==> config.mk <==
export PLATFORM = sky130hd
export DESIGN_NAME = mem_stage_lsu
export DESIGN_NICKNAME = d
export VERILOG_FILES = /design/src/rtl/mem_stage_lsu.sv
export SDC_FILE = /design/constraint.sdc
export NUM_CORES = 1
export LEC_CHECK = 0
export ABC_CLOCK_PERIOD_IN_PS = 2730
export CAP_MARGIN = 10
export CORE_AREA = 2 2 141 143
export CTS_CLUSTER_DIAMETER = 80
export CTS_CLUSTER_SIZE = 20
export DETAILED_ROUTE_END_ITERATION = 6
export DIE_AREA = 0 0 143 145
export DONT_BUFFER_PORTS = 1
export GPL_TIMING_DRIVEN = 0
export HOLD_SLACK_MARGIN = 0.12
export PLACE_DENSITY_LB_ADDON = 0.1
export SYNTH_ARGS = -nofsm -noshare
export SYNTH_HDL_FRONTEND = slang
export SYNTH_SLANG_ARGS = --single-unit
==> constraint.sdc <==
create_clock -name clk -period 2.73 [get_ports clk]
set_input_delay 0.546 -clock clk [delete_from_list [all_inputs] [get_ports clk]]
set_output_delay 0.546 -clock clk [all_outputs]
set_load 0.01 [all_outputs]
==> src/rtl/mem_stage_lsu.sv <==
// Memory stage load/store unit: registers one EX op, drives the data SRAM,
// forwards store data from writeback sources, flags misaligned accesses and
// extends load data before handing the result to WB.
module mem_stage_lsu #(
    parameter int ADDR_W = 32,
    parameter int REG_W  = 5,
    parameter int FWD_N  = 2
) (
    input  logic                    clk,
    input  logic                    resetn,
    input  logic                    in_valid,
    output logic                    in_ready,
    input  logic                    in_load,
    input  logic                    in_store,
    input  logic [1:0]              in_size,
    input  logic                    in_unsigned,
    input  logic [ADDR_W-1:0]       in_addr,
    input  logic [31:0]             in_alu_result,
    input  logic [REG_W-1:0]        in_rt,
    input  logic [31:0]             in_rt_data,
    input  logic [REG_W-1:0]        in_dest,
    input  logic                    in_wen,
    input  logic [FWD_N-1:0]        fwd_wen,
    input  logic [FWD_N*REG_W-1:0]  fwd_dest,
    input  logic [FWD_N*32-1:0]     fwd_data,
    output logic                    data_sram_en,
    output logic [3:0]              data_sram_wen,
    output logic [ADDR_W-1:0]       data_sram_addr,
    output logic [31:0]             data_sram_wdata,
    input  logic [31:0]             data_sram_rdata,
    output logic                    out_valid,
    input  logic                    out_ready,
    output logic [31:0]             out_result,
    output logic [REG_W-1:0]        out_dest,
    output logic                    out_wen,
    output logic                    out_exc,
    output logic                    out_exc_store,
    output logic [ADDR_W-1:0]       out_badvaddr
);

    typedef enum logic [1:0] {EMPTY, ACCESS, LWAIT, HOLD} state_t;

    state_t              state;
    state_t              state_next;

    logic                op_load;
    logic                op_store;
    logic [1:0]          op_size;
    logic                op_unsigned;
    logic [ADDR_W-1:0]   op_addr;
    logic [REG_W-1:0]    op_rt;
    logic [31:0]         op_rt_data;
    logic [REG_W-1:0]    op_dest;
    logic                op_wen;
    logic [31:0]         result_q;

    logic                accept;
    logic                op_mem;
    logic                misaligned;
    logic                fwd_hit;
    logic [31:0]         store_data;
    logic [3:0]          lane_wen;
    logic [31:0]         lane_wdata;
    logic [7:0]          byte_lane;
    logic [15:0]         half_lane;
    logic [31:0]         load_value;

    assign in_ready = resetn & ((state == EMPTY) | ((state == HOLD) & out_ready));
    assign accept   = in_valid & in_ready;
    assign op_mem   = op_load | op_store;

    // State register; reset drops any in-flight op immediately
    always_ff @(posedge clk or negedge resetn) begin
        if (!resetn) state <= EMPTY;
        else         state <= state_next;
    end

    // Capture the accepted op, then overwrite the result with load data
    always_ff @(posedge clk or negedge resetn) begin
        if (!resetn) begin
            op_load     <= 1'b0;
            op_store    <= 1'b0;
            op_size     <= 2'd0;
            op_unsigned <= 1'b0;
            op_addr     <= '0;
            op_rt       <= '0;
            op_rt_data  <= '0;
            op_dest     <= '0;
            op_wen      <= 1'b0;
            result_q    <= '0;
        end else if (accept) begin
            op_load     <= in_load;
            op_store    <= in_store;
            op_size     <= in_size;
            op_unsigned <= in_unsigned;
            op_addr     <= in_addr;
            op_rt       <= in_rt;
            op_rt_data  <= in_rt_data;
            op_dest     <= in_dest;
            op_wen      <= in_wen;
            result_q    <= in_alu_result;
        end else if (state == LWAIT) begin
            result_q    <= load_value;
        end
    end

    // Alignment check: halves need an even address, words (size 2 or 3) a multiple of four
    always_comb begin
        misaligned = 1'b0;
        case (op_size)
            2'd0:    misaligned = 1'b0;
            2'd1:    misaligned = op_addr[0];
            default: misaligned = (op_addr[1:0] != 2'b00);
        endcase
    end

    // Store data: lowest-index matching writeback source wins, register zero never forwards
    always_comb begin
        store_data = op_rt_data;
        fwd_hit    = 1'b0;
        for (int i = 0; i < FWD_N; i++) begin
            if (!fwd_hit && fwd_wen[i] &&
                (fwd_dest[i*REG_W +: REG_W] != '0) &&
                (fwd_dest[i*REG_W +: REG_W] == op_rt)) begin
                store_data = fwd_data[i*32 +: 32];
                fwd_hit    = 1'b1;
            end
        end
    end

    // Byte-lane enables and lane-replicated write data for the store size
    always_comb begin
        lane_wen   = 4'b1111;
        lane_wdata = store_data;
        case (op_size)
            2'd0: begin
                lane_wen   = 4'b0001 << op_addr[1:0];
                lane_wdata = {4{store_data[7:0]}};
            end
            2'd1: begin
                lane_wen   = 4'b0011 << op_addr[1:0];
                lane_wdata = {2{store_data[15:0]}};
            end
            default: begin
                lane_wen   = 4'b1111;
                lane_wdata = store_data;
            end
        endcase
    end

    // Pick the addressed lane of the returned word and sign- or zero-extend it
    always_comb begin
        byte_lane  = data_sram_rdata[{op_addr[1:0], 3'b000} +: 8];
        half_lane  = op_addr[1] ? data_sram_rdata[31:16] : data_sram_rdata[15:0];
        load_value = data_sram_rdata;
        case (op_size)
            2'd0:    load_value = {{24{~op_unsigned & byte_lane[7]}}, byte_lane};
            2'd1:    load_value = {{16{~op_unsigned & half_lane[15]}}, half_lane};
            default: load_value = data_sram_rdata;
        endcase
    end

    // Next-state sequencing plus SRAM request and WB-facing outputs
    always_comb begin
        state_next      = state;
        data_sram_en    = 1'b0;
        data_sram_wen   = 4'b0000;
        data_sram_addr  = '0;
        data_sram_wdata = '0;
        out_valid       = 1'b0;
        out_result      = '0;
        out_dest        = '0;
        out_wen         = 1'b0;
        out_exc         = 1'b0;
        out_exc_store   = 1'b0;
        out_badvaddr    = '0;
        case (state)
            EMPTY: begin
                if (accept) state_next = (in_load | in_store) ? ACCESS : HOLD;
            end
            ACCESS: begin
                if (misaligned) begin
                    state_next = HOLD;
                end else begin
                    data_sram_en    = 1'b1;
                    data_sram_addr  = {op_addr[ADDR_W-1:2], 2'b00};
                    data_sram_wen   = op_store ? lane_wen : 4'b0000;
                    data_sram_wdata = op_store ? lane_wdata : 32'd0;
                    state_next      = op_store ? HOLD : LWAIT;
                end
            end
            LWAIT: begin
                state_next = HOLD;
            end
            HOLD: begin
                out_valid     = 1'b1;
                out_result    = result_q;
                out_dest      = op_dest;
                out_exc       = op_mem & misaligned;
                out_exc_store = op_mem & misaligned & op_store;
                out_badvaddr  = (op_mem & misaligned) ? op_addr : '0;
                out_wen       = op_wen & ~op_store & ~(op_mem & misaligned);
                if (out_ready) begin
                    if (accept) state_next = (in_load | in_store) ? ACCESS : HOLD;
                    else        state_next = EMPTY;
                end
            end
            default: state_next = EMPTY;
        endcase
    end

endmodule

==> qor.txt <==
Final HPWL DP = 22.4 mm
die area = 0.0207 mm2
gpl congestion = 0.865
post-layout minimum cycle time = 3070 ps
FP Rows = 51
Crit path depth = 8
initial antenna violation count = 0
PwrDens = 1160 mW/mm2
hold slack = -194 ps
met3 GRT Util = 9.17%
status = complete, but fails checks
die width = 143 um
CTS tree = built
Layout area overhead = 27.0%
CP delay by family, top = compound AO/OA/AOI/OAI gates
synthesis-stage register bit count = 114
predominant post-synthesis flop cell = dfrtp_1
fraction of layout cells with a size suffix above 1 = 20.4%
sequential element share of the synthesized area = 40.0%
CP Capture Point = data_sram_wdata[24]
initial core utilization = 37.1%
main combinational cell family by area after synthesis = simple AND/OR/NAND/NOR gates
Synth area leaders = dfrtp_1 (40%), nand2_1 (17%), and2_1 (5.7%)
CTS Buf Count = 17
Synth area leader = dfrtp_1
CP Class = reg2out
antenna viol nets, final = 0
crit path from = op_rt[4]
post-synthesis xor/xnor area fraction = 0.982%
Vias/cell = 5.60
routed len/inst = 24.1 um
CTS Buffer Depth = 2
maxcap violations = 0
grt ovf = 0
Initial DRC Count = 508
Sink Count = 114
Final Hold Fails = 114
# DRC = 0
Startpoint Class = flip-flop
leakage = 4.16 nW
Tcrit/Tclk final = 113%
global-route wire length before repair = 45.1 mm
asr flop ratio synth = 100%
Worst R2R Path Depth = 8
PortBufs = 0
Core Region = 0.0192 mm2
grt peak-use layer = met2
Root Buffer = clkbuf_16
mapped cell area = 0.00713 mm2
Synth Area in Adders = 0%
leading cell type in the layout, fill and taps excluded = nand2_1
CP Cell Sequence = xnor2_2 -> nand3_2 -> nor3_4 -> buf_6 -> nand2_2 -> a311o_2 -> clkinv_4 -> o2111a_1
Post-Route Skew = 7.21 ps
WP data required = 2180 ps
cell total after placement = 1204
final cell count without fillers = 1265
Worst Setup End Kind = output port
vias in the first global route = 7322
Ys Warns = 0
EDFF count, synth = 0
clk slew on worst S/H paths = 70 ps
Max FO, Critical Path = 5
most frequent cells in the layout = nand2_1 (307), dfrtp_1 (111), and2_1 (65), nor2_1 (62), and3_1 (41)
reg2reg end = result_q[26]
die height = 145 um
worst r2r src = op_addr[1]
Syn Area/Cell = 7.61 um2
Worst-Margin Slew = 732 ps
flop2flop setup slack = 200 ps
Worst slew margin = 51.2%
Synth top area share = 40.0%
Ports = 367
Global Route Usage Sum = 29.0%
Slew Viols, Final = 0
Post-layout nets = 1210
CP arrival = 2530 ps
Synth Area in Simple Gates = 35.0%
Post-Route WL = 30.5 mm
post-synthesis mux area share = 2.00%
Final setup viols = 31
pre-CTS WS = -574 ps
H-tree levels = 4
violated checks = hold timing, setup timing
fill count = 1954
post-synthesis compound-gate area fraction = 16.6%
HP Class = in2async
Setup WS post-layout = -342 ps
M2 GR Usage = 47.4%
first-pass iteration count of the detailed router = 7
Unique masters post-synth = 56
Worst-Skew Late Latency = 430 ps
Gate Count Post-Synth = 938
slowest CP cell = a311o_2
via count = 7078
WP buf/inv = 2
max frequency = 325 MHz
RSZ-0062 raised after global routing = yes
Crit path largest cell delay = 490 ps
worst vdd ir = 0.512 mV
met1 Use GR = 36.6%
pin count of the biggest net entering global routing = 118
==> cell type report <==
type | count | area (um2) | share of cell area, %
antenna | 1 | 2.50 | 0.0276
clock inverter | 14 | 168 | 1.85
clock buffer | 18 | 429 | 4.74
multi-input combinational | 737 | 4430 | 48.9
buffer | 72 | 433 | 4.78
tap | 265 | 332 | 3.66
inverter | 13 | 67.6 | 0.746
sequential | 114 | 2860 | 31.5
timing repair buffer | 31 | 338 | 3.73
==> sequential cells by signal, summed over array words and instances, names as in the netlist <==
name         cells
op_wen           1
op_store         1
op_dest          5
op_load          1
op_addr         32
result_q        32
op_rt_data      32
op_unsigned      1
op_rt            5
state            2
op_size          2
==> how the worst min path moves through the flow <==
| stage | cells after the start | slack, ps | end | from |
|---|---|---|---|---|
| CTS | 0 | -210 | op_rt[1] | resetn |
| global placement | 0 | 250 | op_rt[1] | resetn |
| finish | 0 | -190 | op_rt[1] | resetn |
| floorplan | 0 | 250 | op_addr[0] | resetn |
| global route | 0 | -220 | op_rt[1] | resetn |
| detailed placement | 0 | 250 | op_rt[1] | resetn |
==> synth_stat cells (all sizes together), types with 2 or more instances <==
cell	number
nor2	67
a21o	9
nand3	20
buf	31
nand2	315
nor4	2
xnor2	5
a211oi	16
a222oi	7
and2	66
a211o	2
nand2b	4
a21oi	16
a2bb2oi	7
mux2i	3
nor3	13
nor2b	3
o31a	10
nand3b	7
o21bai	2
and3	42
o2111a	5
dfrtp	114
mux2	8
o21ai	36
a31oi	31
or3	2
clkinv	4
clkbuf	44
inv	9
and4b	2
o22ai	2
o211ai	4
a311o	12
or2	4
xor2	3
==> layer usage <==
metal | share of wire (%) | vias to the layer above
li1 | - | 3282
met1 | 40 | 3450
met4 | 1.9 | 0
met2 | 49 | 301
met5 | 0 | -
met3 | 8.9 | 45
==> power breakdown <==
group / internal, W / switching [W]
sequential: 0.00251 / 0.000552
clock: 0.00138 / 0.000945
combinational: 0.00197 / 0.00312
==> what timing repair did <==
action                                 CTS  global route
endpoints found under the hold margin  114           114
pin swaps                               37            21
resized for setup                      145            38
setup endpoints to repair               74           110
buffers inserted                        24             5
cloned                                   3             0
==> cells by family (layout without fill, tap and decap cells) <==
family	Yosys count	count (layout)
AO/OA/AOI/OAI	166	166
XOR/XNOR	8	8
buffers and inverters	88	148
flip-flops	114	114
multiplexers	12	12
other	1	3
AND/OR/NAND/NOR	549	549
==> worst reg2reg max path, delay by kind of cell (launching register included) <==
family	cells	cell delay (ps)
flops	1	340
mux	1	510
simple gates	1	120
compound gates	3	820
buf+inv	3	620
==> through the flow <==
stage | setup TNS, ps | hold WS [ps] | instance area [um2] | util, % | power (W)
global placement | -7930 | 254 | 7470 | 38.9 | 0.00725
detailed placement | -7770 | 253 | 7470 | 38.9 | 0.00730
finish | -7010 | -194 | 9060 | 47.2 | 0.0105
floorplan | 0 | 250 | 7140 | - | 0.00609
global route | -8780 | -221 | 9050 | 47.1 | 0.0112
CTS | -6540 | -209 | 8890 | 46.3 | 0.0103
(Power assumes the default switching activity.)
